**src/rtl/z80_mon_pkg.sv**
```systemverilog
// Shared types for the Z80 run-control / trace monitor.
package z80_mon_pkg;

  // Bus widths the captured-event record is built for.
  localparam int MON_ADDR_W = 16;
  localparam int MON_DATA_W = 8;

  // Why the last run ended.
  typedef enum logic [1:0] {
    STOP_NONE    = 2'd0,
    STOP_PC_EXIT = 2'd1,
    STOP_WATCH   = 2'd2,
    STOP_TIMEOUT = 2'd3
  } stop_reason_t;

  // Run-control states.
  typedef enum logic [1:0] {
    MON_IDLE = 2'd0,
    MON_RUN  = 2'd1,
    MON_DONE = 2'd2
  } mon_state_t;

  // One observed bus access; control fields are active-high here.
  typedef struct packed {
    logic [MON_ADDR_W-1:0] addr;
    logic [MON_DATA_W-1:0] data;
    logic                  m1;
    logic                  rd;
    logic                  wr;
    logic                  iorq;
  } bus_event_t;

  // Resolve simultaneous stop conditions: PC exit beats watch beats timeout.
  function automatic stop_reason_t pick_stop(input logic pc_exit,
                                             input logic watch_stop,
                                             input logic timeout_hit);
    if (pc_exit)          return STOP_PC_EXIT;
    else if (watch_stop)  return STOP_WATCH;
    else if (timeout_hit) return STOP_TIMEOUT;
    else                  return STOP_NONE;
  endfunction

endpackage

```
**src/rtl/z80_trace_fifo.sv**
```systemverilog
// Overwriting ring buffer for opcode-fetch history. When full, a push
// without a pop discards the oldest entry and raises a sticky overflow flag.
// The head entry is presented show-ahead; outputs read as zero when empty.
module z80_trace_fifo #(
  parameter int DEPTH = 16,
  parameter int WIDTH = 24
) (
  input  logic                     clk,
  input  logic                     rst_L,
  input  logic                     clear,
  input  logic                     push,
  input  logic [WIDTH-1:0]         din,
  input  logic                     pop,
  output logic                     valid,
  output logic [WIDTH-1:0]         dout,
  output logic [$clog2(DEPTH):0]   count,
  output logic                     ovf
);

  localparam int PTR_W = $clog2(DEPTH);
  localparam int CW    = PTR_W + 1;
  localparam logic [PTR_W-1:0] PTR_ONE  = PTR_W'(1);
  localparam logic [CW-1:0]    CNT_ONE  = CW'(1);
  localparam logic [CW-1:0]    CNT_FULL = CW'(DEPTH);

  logic [WIDTH-1:0] mem [DEPTH];
  logic [PTR_W-1:0] wr_ptr;
  logic [PTR_W-1:0] rd_ptr;
  logic [CW-1:0]    cnt_q;
  logic             ovf_q;

  logic full;
  logic empty;
  logic pop_ok;

  assign full   = (cnt_q == CNT_FULL);
  assign empty  = (cnt_q == '0);
  assign pop_ok = pop & ~empty;

  assign valid  = ~empty;
  assign dout   = empty ? '0 : mem[rd_ptr];
  assign count  = cnt_q;
  assign ovf    = ovf_q;

  // Entry storage: write the incoming fetch at the write pointer.
  // NOTE: the storage array has no reset; stale contents are never visible
  // because dout is gated by the occupancy count, which does reset.
  always_ff @(posedge clk) begin
    if (push) mem[wr_ptr] <= din;
  end

  // Pointer, occupancy and overflow bookkeeping.
  // NOTE: state registers use non-blocking assignments so every register
  // samples the pre-edge values regardless of statement order.
  always_ff @(posedge clk or negedge rst_L) begin
    if (!rst_L) begin
      wr_ptr <= '0;
      rd_ptr <= '0;
      cnt_q  <= '0;
      ovf_q  <= 1'b0;
    end else if (clear) begin
      wr_ptr <= '0;
      rd_ptr <= '0;
      cnt_q  <= '0;
      ovf_q  <= 1'b0;
    end else begin
      if (push) wr_ptr <= wr_ptr + PTR_ONE;
      if (push && full) begin
        // Oldest entry leaves either by pop or by being overwritten.
        rd_ptr <= rd_ptr + PTR_ONE;
        if (!pop_ok) ovf_q <= 1'b1;
      end else if (push && pop_ok) begin
        rd_ptr <= rd_ptr + PTR_ONE;
      end else if (push) begin
        cnt_q <= cnt_q + CNT_ONE;
      end else if (pop_ok) begin
        rd_ptr <= rd_ptr + PTR_ONE;
        cnt_q  <= cnt_q - CNT_ONE;
      end
    end
  end

endmodule

```
**src/rtl/z80_run_monitor.sv**
```systemverilog
// Passive run-control and trace monitor for a Z80 bus. Observes the bus
// strobes, counts cycles and opcode fetches during a run, flags address
// watchpoints, stops on PC exit / halting watch / timeout, and keeps a
// history of recent opcode fetches.
module z80_run_monitor
  import z80_mon_pkg::*;
#(
  parameter int              ADDR_W      = MON_ADDR_W,
  parameter int              DATA_W      = MON_DATA_W,
  parameter logic [ADDR_W-1:0] END_ADDR  = 'h0050,
  parameter int              NUM_WATCH   = 4,
  parameter int              CNT_W       = 32,
  parameter int              TRACE_DEPTH = 16
) (
  input  logic                          clk,
  input  logic                          rst_L,
  input  logic                          start,
  input  logic                          M1_L,
  input  logic                          MREQ_L,
  input  logic                          IORQ_L,
  input  logic                          RD_L,
  input  logic                          WR_L,
  input  logic [ADDR_W-1:0]             addr_bus,
  input  logic [DATA_W-1:0]             data_bus,
  input  logic [NUM_WATCH*ADDR_W-1:0]   watch_addr,
  input  logic [NUM_WATCH-1:0]          watch_en,
  input  logic [NUM_WATCH-1:0]          watch_halt,
  input  logic [CNT_W-1:0]              timeout_limit,
  output logic                          running,
  output logic                          done,
  output logic [1:0]                    stop_reason,
  output logic [CNT_W-1:0]              cycle_count,
  output logic [CNT_W-1:0]              fetch_count,
  output logic [NUM_WATCH-1:0]          watch_hit,
  output logic                          trace_valid,
  output logic [ADDR_W-1:0]             trace_addr,
  output logic [DATA_W-1:0]             trace_data,
  input  logic                          trace_rd,
  output logic [$clog2(TRACE_DEPTH):0]  trace_count,
  output logic                          trace_ovf
);

  localparam int ENTRY_W = ADDR_W + DATA_W;
  localparam logic [CNT_W-1:0] CNT_ONE = CNT_W'(1);

  // ---------------------------------------------------------------------
  // Access capture
  // ---------------------------------------------------------------------
  logic       strobe;
  logic       strobe_q;
  bus_event_t bus_now;
  bus_event_t cap_q;
  bus_event_t ev_q;
  logic       ev_valid_q;

  assign strobe = ~MREQ_L | ~IORQ_L;

  // Present bus signals as an active-high event record.
  // NOTE: every field gets a default before the specific assignments so the
  // block stays purely combinational and no latch can be inferred.
  always_comb begin
    bus_now      = '0;
    bus_now.addr = addr_bus;
    bus_now.data = data_bus;
    bus_now.m1   = ~M1_L;
    bus_now.rd   = ~RD_L;
    bus_now.wr   = ~WR_L;
    bus_now.iorq = ~IORQ_L;
  end

  // Track the strobe, hold the latest in-strobe bus values, and emit one
  // event on the cycle after the strobe is released.
  always_ff @(posedge clk or negedge rst_L) begin
    if (!rst_L) begin
      strobe_q   <= 1'b0;
      cap_q      <= '0;
      ev_q       <= '0;
      ev_valid_q <= 1'b0;
    end else begin
      strobe_q   <= strobe;
      if (strobe) cap_q <= bus_now;
      ev_valid_q <= strobe_q & ~strobe;
      if (strobe_q && !strobe) ev_q <= cap_q;
    end
  end

  // ---------------------------------------------------------------------
  // Event classification and watch compare
  // ---------------------------------------------------------------------
  logic                 fetch_now;
  logic                 pc_exit;
  logic [NUM_WATCH-1:0] hit_now;
  logic                 watch_stop;

  assign fetch_now = ev_valid_q & ~ev_q.iorq & ev_q.m1 & ev_q.rd;
  assign pc_exit   = fetch_now & (ev_q.addr > END_ADDR);

  for (genvar g = 0; g < NUM_WATCH; g++) begin : g_watch
    assign hit_now[g] = ev_valid_q & (ev_q.rd | ev_q.wr) & watch_en[g] &
                        (ev_q.addr == watch_addr[g*ADDR_W +: ADDR_W]);
  end

  assign watch_stop = |(hit_now & watch_halt);

  // ---------------------------------------------------------------------
  // Run control, counters and sticky flags
  // ---------------------------------------------------------------------
  mon_state_t           state_q;
  stop_reason_t         reason_q;
  logic [CNT_W-1:0]     cycle_q;
  logic [CNT_W-1:0]     fetch_q;
  logic [NUM_WATCH-1:0] hit_q;
  logic [CNT_W-1:0]     cycle_next;
  logic [CNT_W-1:0]     fetch_next;
  logic                 timeout_hit;
  logic                 stop_now;

  assign cycle_next  = (cycle_q == '1) ? cycle_q : cycle_q + CNT_ONE;
  assign fetch_next  = (fetch_q == '1) ? fetch_q : fetch_q + CNT_ONE;
  // The timeout fires on the cycle that brings the count up to the limit.
  assign timeout_hit = (timeout_limit != '0) && (cycle_next == timeout_limit);
  assign stop_now    = pc_exit | watch_stop | timeout_hit;

  // Run FSM with registered status outputs and run-scoped counters.
  always_ff @(posedge clk or negedge rst_L) begin
    if (!rst_L) begin
      state_q  <= MON_IDLE;
      running  <= 1'b0;
      done     <= 1'b0;
      reason_q <= STOP_NONE;
      cycle_q  <= '0;
      fetch_q  <= '0;
      hit_q    <= '0;
    end else begin
      case (state_q)
        MON_IDLE, MON_DONE: begin
          // A restart discards any event completing on the same edge.
          if (start) begin
            state_q  <= MON_RUN;
            running  <= 1'b1;
            done     <= 1'b0;
            reason_q <= STOP_NONE;
            cycle_q  <= '0;
            fetch_q  <= '0;
            hit_q    <= '0;
          end
        end
        MON_RUN: begin
          cycle_q <= cycle_next;
          if (fetch_now) fetch_q <= fetch_next;
          hit_q <= hit_q | hit_now;
          if (stop_now) begin
            state_q  <= MON_DONE;
            running  <= 1'b0;
            done     <= 1'b1;
            reason_q <= pick_stop(pc_exit, watch_stop, timeout_hit);
          end
        end
        default: begin
          state_q <= MON_IDLE;
          running <= 1'b0;
          done    <= 1'b0;
        end
      endcase
    end
  end

  assign stop_reason = reason_q;
  assign cycle_count = cycle_q;
  assign fetch_count = fetch_q;
  assign watch_hit   = hit_q;

  // ---------------------------------------------------------------------
  // Fetch trace
  // ---------------------------------------------------------------------
  logic               trace_clear;
  logic               trace_push;
  logic [ENTRY_W-1:0] trace_dout;

  assign trace_clear = start & (state_q != MON_RUN);
  assign trace_push  = fetch_now & (state_q == MON_RUN);

  z80_trace_fifo #(
    .DEPTH (TRACE_DEPTH),
    .WIDTH (ENTRY_W)
  ) u_trace (
    .clk   (clk),
    .rst_L (rst_L),
    .clear (trace_clear),
    .push  (trace_push),
    .din   ({ev_q.addr, ev_q.data}),
    .pop   (trace_rd),
    .valid (trace_valid),
    .dout  (trace_dout),
    .count (trace_count),
    .ovf   (trace_ovf)
  );

  assign trace_addr = trace_dout[ENTRY_W-1 -: ADDR_W];
  assign trace_data = trace_dout[DATA_W-1:0];

endmodule

```
**config.mk**
```make
export PLATFORM = sky130hd
export DESIGN_NAME = z80_run_monitor
export DESIGN_NICKNAME = d
export VERILOG_FILES = /design/src/rtl/z80_mon_pkg.sv /design/src/rtl/z80_trace_fifo.sv /design/src/rtl/z80_run_monitor.sv
export SDC_FILE = /design/constraint.sdc
export NUM_CORES = 1
export LEC_CHECK = 0
export CORE_AREA = 2 2 161 321
export DETAILED_ROUTE_END_ITERATION = 10
export DIE_AREA = 0 0 163 323
export DONT_BUFFER_PORTS = 1
export GPL_TIMING_DRIVEN = 1
export MAX_ROUTING_LAYER = met4
export PLACE_DENSITY = 0.63
export SYNTH_ARGS = -nofsm -noshare
export SYNTH_HDL_FRONTEND = slang
export SYNTH_SLANG_ARGS = --single-unit
```
**constraint.sdc**
```tcl
create_clock -name clk -period 3.88 [get_ports clk]
set_input_delay 0.388 -clock clk [delete_from_list [all_inputs] [get_ports clk]]
set_output_delay 0.388 -clock clk [all_outputs]
set_load 0.005 [all_outputs]
```
### After elaboration in Yosys (flattened, before gate mapping)

Memories as Yosys holds them, arrays and structs flattened.
Cells that the tools add are included.

* register bits after elaboration: 146
* memory bits (writable): 384
* input bits: 137
* output and inout bits: 103
* word-level logic and storage cells: 146
* memories: 1

* add/sub/neg operators: 6
* magnitude comparators: 1
* equal/unequal tests: 19
* mux-type cells: 41
* bitwise logic cells: 31
* reductions and logical operators: 22

Memories
* u_trace.mem: words 16, bits a word 24, read ports 1, clocked after Yosys merged registers in 0, wr ports 1, RTL line z80_trace_fifo.sv:26 `logic [WIDTH-1:0] mem [DEPTH];`

Operator list (count)
* $mux W32: 4
* $pmux W32 S2: 2
* $add A32 B1 Y32 const B: 2
* $eq A16 B16 Y1: 4
* $eq A32 B32 Y1 const B: 2
* $eq A32 B32 Y1: 1
* $mux W4: 8
* $reduce_bool A32 Y1: 1
* $mux W5: 5
* $mux W24: 1
* $and A1 B1 Y1: 17
* $gt A16 B7 Y1 const B: 1
* $mux W2: 7
* $ne A2 B2 Y1 const B: 7
* $mux W1: 9
* $add A4 B1 Y4 const B: 2
* $not A1 Y1: 8
* $pmux W2 S2: 2
* $pmux W4 S2: 1
* $reduce_and A2 Y1: 4
* $reduce_and A3 Y1: 2
* $reduce_bool A2 Y1: 3
* $add A5 B1 Y5 const B: 1
* $eq A5 B5 Y1 const B: 1
* 18 further kinds: 25

### Longest topological paths before layout

* depth in word-level cells: 10
* mapped depth: 13
* depth with buffers taken out: 11

### By module

A second synthesis with hierarchy kept.

* cell total of the unflattened synthesis: 1602
* area total of the unflattened synthesis: 23751.5 µm²

By module, submodules not included
* z80_trace_fifo: times used 1, cells each 758, area each 15711.3 µm², seq. area each 11881.4 µm²
* z80_run_monitor: times used 1, cells each 844, area each 8040.2 µm², seq. area each 3278.1 µm²

### Worst setup path after synthesis

OpenSTA, ideal clock, no wires.

* path kind: flip-flop to flip-flop
* start: register cycle_q[0], in the netlist cycle_count[0]
* end: register running
* library setup time: 0.126 ns
* data arrival time: 3.266 ns
* data required time: 3.754 ns
* path slack: 0.488 ns
* stages on the path, launching flop included: 12
* path buffers: 1
* clock period less this slack: 3.392 ns
* cell sequence: dfrtp_1 -> ha_1 -> nand3_1 -> or4_1 -> buf_2 -> nor4_1 -> xnor2_1 -> nand3_1 -> or4b_1 -> nor4_2 -> a21oi_1 -> a311o_1

* longest elaborated chain between the ends: 7
* elaborated cells between the ends (all ways): 8
* classes of those cells: add/sub: 1; eq/ne: 3; mux: 1; bitwise: 1; reduce/logical: 2

RTL lines
* start, declared: RTL line z80_run_monitor.sv:110 `logic [CNT_W-1:0] cycle_q;`
* start signal, assigned: RTL line z80_run_monitor.sv:149 `cycle_q <= cycle_next;`
* $add A32 B1 Y32 or $eq A32 B32 Y1 (tied branches): RTL line z80_run_monitor.sv:118 `assign cycle_next = (cycle_q == '1) ? cycle_q : cycle_q + CNT_ONE;`
* $mux W32 (*): RTL line z80_run_monitor.sv:118
* $eq A32 B32 Y1 (*): RTL line z80_run_monitor.sv:121 `assign timeout_hit = (timeout_limit != '0) && (cycle_next == timeout_limit);`
* $logic_and A1 B1 Y1 (*): RTL line z80_run_monitor.sv:121
* $or A1 B1 Y1 (*): RTL line z80_run_monitor.sv:122 `assign stop_now = pc_exit | watch_stop | timeout_hit;`
* $ne A2 B2 Y1 (no source line) (*)
* $reduce_and A2 Y1 (no source line) (*)
* end signal, assigned: RTL line z80_run_monitor.sv:128 `running <= 1'b0;`
* end signal, assigned: RTL line z80_run_monitor.sv:140 `running <= 1'b1;`
* end signal, assigned: RTL line z80_run_monitor.sv:154 `running <= 1'b0;`
* end, declared: RTL line z80_run_monitor.sv:29 `output logic running,`

Mark *: on every way between the ends. The rest lies on a longest branch, timed or not.
A chain may end at the register's enable or synchronous reset.

### Worst setup path in the final report

Same ends and word-level chain as after synthesis.

==> results.md <==
Outcome:
- The flow ran to the end, and the final reports show no timing, DRC or antenna violations.

Routing:
- For this block, the routed nets add up to 63,590 um of wire.
- In the routed layout, each cell is associated on average with a via count of 6.045.
- For this run, the detailed router's first-pass iteration total came to 5.
- The mean routed wirelength per cell is 27.82 um.
- The routed layout has 13,818 vias.
- The first routing iteration left 1,317 violations.
- The post-detailed-route DRC marker count is 0.
- The number of nets still failing antenna checks after routing is 0.

Floorplanning:
- From bottom edge to top edge, the die measures 323 um.
- The die covers 52,650 sq um.
- The starting density of the core is 0.4634.
- The standard cell core area is 50,500 sq um.
- The number of top-level pins is 240.
- In this run the core area contains 117 standard-cell rows.
- The die is 163 um wide.

Setup path:
- STA classifies the critical path endpoint as a flop.
- In this design, the critical path's most frequently occurring cell is sky130_fd_sc_hd__nand3_1.
- The capture point of the worst reg-to-reg path is running.
- For the worst flop-to-flop path, the logic depth is 11.
- The start-to-end type of the worst setup path is flop to flop.
- The endpoint required time on the critical path is 4330 ps.
- The largest single stage delay on the critical path is 580 ps.
- Together, buffers and inverters on the worst path number 1.
- For flop-to-flop paths, the worst setup slack is 270 ps.
- The maximum fanout along the worst path is 6.
- The startpoint of the worst setup timing path is cycle_count[0].
- The endpoint arrival time on the critical path is 4060 ps.
- The critical path goes through ha_1 > buf_4 > nand3_1 > or4_1 > a211oi_1 > xnor2_1 > nand3_1 > or4b_1 > nor4_2 > a21oi_1 > a311o_1.
- The startpoint type of the worst setup path is a flop.
- On the critical path, the stage with the largest delay is an instance of sky130_fd_sc_hd__or4b_1.
- In this design, the largest share of critical-path delay is due to simple AND/OR/NAND/NOR gates.
- The startpoint of the worst-slack reg-to-reg timing path is cycle_count[0].

Yosys:
- Yosys mapped the design onto 59 distinct sky130hd cell types.
- The yosys synthesis warning count is 0.
- The dominant register cell in the synthesized netlist is sky130_fd_sc_hd__edfxtp_1.
- A synthesized cell averages 15.35 sq um.
- The total nets after synthesis is 1,673.
- After synthesis, the share of flip-flops with an asynchronous set or reset is 0.2741.
- The post-synthesis instance area is 23,410 sq um.
- The instance count of the mapped netlist is 1,525.
- The total of flip-flops plus latches after synthesis is 529.
- The count of flip-flops with a built-in enable after synthesis is 384.
- Of the synthesized area, sequential elements account for 0.6477.

CTS:
- The clock transition time at the flip-flop clock pins of the worst setup and hold paths is 60 ps.
- At the later pin of the worst-skew pair, clock insertion delay measures 590 ps.
- The number of resized instances in the post-cts repair step is 0.
- The clock passes through at most 3 buffers.
- The clock tree synthesis step divided the H-tree into 2 levels.
- TritonCTS created 48 clock buffers.
- The buffer type at the clock tree root is sky130_fd_sc_hd__clkbuf_16.
- TritonCTS built the clock tree.
- The number of clock sinks is 529.

Place:
- In this run the cell area measured after placement is 24,550 sq um.
- The count of buffers inserted at the top-level ports is 0.
- The weighted congestion at the end of routability-driven global placement is 0.9507.
- The number of placed instances with taps included is 2,164.
- Detailed placement ended at an HPWL of 42,380 um.

Power:
- The worst-case IR drop observed on VDD is 0.4257 mV.
- The analysis attributes to cell leakage a power of 0.009141 uW.
- Dividing total power by cell area gives a power density of 590.4 nW/um^2.

Timing:
- The count of pins over their slew limit is 0.
- Headroom to the max-slew limit came out at 0.3354.
- For the final routed database, the setup TNS stands at 0 ps.
- Based on the critical path, the design can be clocked at up to 0.2774 GHz.
- Setup violations remaining at the end of the flow were counted as 0.
- The worst-margin pin slew is 993.2 ps.
- Setup repair after global routing left no endpoint under its margin.
- The post-route clock skew is 31.45 ps.
- The share of the clock period used by the worst path after layout is 0.9292.
- The time the worst path needs with I/O delays and setup is 3605 ps.
- The final hold violation count is 0.

GRT:
- The global-route wire length before repair is 93,820 um.
- The total congestion overflow after global routing is 0.
- The overall global routing resource usage is 0.2509.
- The number of antenna violations at the first check in global routing was 2.
- The maximum number of pins on one net before global-route repair is 146.
- The via count of the first global-routing pass is 14,603.

Min path:
- The worst hold path cell count is 3.
- The worst hold path endpoint is u_trace.ovf.
- The path class of the tightest hold or removal check is input pin to flop.
- The startpoint identified for the worst hold timing path is trace_rd.

Cells and area:
- Once layout is done, the placed cells without fillers occupy 26,630 sq um.
- Relative to the synthesized area, the layout overhead comes to 13.79%.
- In the final design database the tool counted 1,739 nets.
- Leaving out fill and tap cells, the most frequent cell in the layout is sky130_fd_sc_hd__edfxtp_1.
- The layout cell share with drive strength beyond 1 is 0.2135.
- The final non-filler cell total is 2,286.
- In the layout the commonest cells are sky130_fd_sc_hd__edfxtp_1 (384), sky130_fd_sc_hd__dfrtp_1 (141), sky130_fd_sc_hd__mux4_2 (120), sky130_fd_sc_hd__nand2_1 (82), sky130_fd_sc_hd__xor2_1 (81).
- The filler cell count in the final layout is 4,134.

Run:
- Across the run, the number of max-cap violations was 0.
-- sequential cells by signal (all words and copies together) (netlist names) --
signal,cells
u_trace.count,5
u_trace.wr_ptr,4
stop_reason,2
cycle_count,32
state_q,1
u_trace.mem,384
strobe_q,1
u_trace.rd_ptr,4
cap_q,28
done,1
running,1
u_trace.ovf,1
watch_hit,4
ev_q,28
ev_valid_q,1
fetch_count,32
-- synth_stat cells, drive strengths merged (26+ instances only) --
master  count  share of area
edfxtp    384           0.49
xnor2      57          0.021
clkbuf     70          0.011
nor2b      30         0.0080
nor2       71          0.011
mux2       56          0.027
nand4      35         0.0096
and2       26         0.0069
nand2      82          0.013
a21oi      29         0.0062
xor2       81          0.030
mux4      120           0.12
o21ai      56          0.012
dfrtp     145           0.16
nor4       36         0.0099
nand3      43         0.0092
-- where the power goes --
part / leakage, uW / switching [uW] / internal, uW / total [uW]
logic: 0.00298 / 1720 / 1720 / 3440
registers: 0.00532 / 628 / 6470 / 7100
clock network: 0.000841 / 2140 / 3060 / 5190
-- worst max path at each step --
stage	endpoint	slack [ps]	depth (start not counted)
floorplan	running	490	11
global placement	running	330	11
detailed placement	running	320	10
CTS	running	300	10
global route	running	40	11
finish	running	270	11
-- area by class of cell --
| class | instances | area, sq um | share of cell area |
|---|---|---|---|
| multi-input cells | 889 | 7846 | 0.2946 |
| well taps | 654 | 818.3 | 0.03072 |
| inverters | 17 | 63.81 | 0.002396 |
| clock inverters | 35 | 518.0 | 0.01945 |
| clock buffers | 54 | 1234 | 0.04632 |
| flip-flops and latches | 529 | 15170 | 0.5696 |
| diodes | 2 | 5.005 | 0.0001879 |
| repair buffers | 106 | 978.4 | 0.03674 |
-- stage by stage --
stage | power [uW] | utilization | setup WS, ps | hold WS [ps]
floorplan | 9440 | - | 487.6 | 92.41
global placement | 10550 | 0.4861 | 328.2 | 96.82
detailed placement | 10630 | 0.4861 | 322.6 | 97.34
CTS | 15880 | 0.5272 | 295.4 | 49.04
global route | 16390 | 0.5273 | 41.96 | 78.56
finish | 15720 | 0.5273 | 274.6 | 73.00
-- timing repair --
action	CTS	global route
hold endpoints to repair	173	0
buffers inserted	0	0
endpoints found under the setup margin	0	0
hold buffers	31	0
-- logic make-up after synthesis --
kind of cell / share of synthesized area
compound gates: 0.03929
xor+xnor: 0.05164
fa+ha+maj: 0.006201
buf+inv: 0.01753
flops: 0.6477
mux: 0.1458
simple gates: 0.09184
-- worst register-to-register path, stage by stage (launching register included) --
cell and delay (ps):
sky130_fd_sc_hd__dfrtp_1 480, sky130_fd_sc_hd__ha_1 220, sky130_fd_sc_hd__buf_4 140, sky130_fd_sc_hd__nand3_1 100, sky130_fd_sc_hd__or4_1 560, sky130_fd_sc_hd__a211oi_1 340
sky130_fd_sc_hd__xnor2_1 160, sky130_fd_sc_hd__nand3_1 110, sky130_fd_sc_hd__or4b_1 580, sky130_fd_sc_hd__nor4_2 280, sky130_fd_sc_hd__a21oi_1 160, sky130_fd_sc_hd__a311o_1 360
-- layer usage --
layer / vias up / track usage / share of wire
met4: 0 / 0.1034 / 0.043
met1: 7113 / 0.2924 / 0.37
met2: 557 / 0.4251 / 0.52
met3: 132 / 0.04911 / 0.068
met5: - / - / 0
li1: 6016 / - / -
Power figures use the tool's default switching activity.
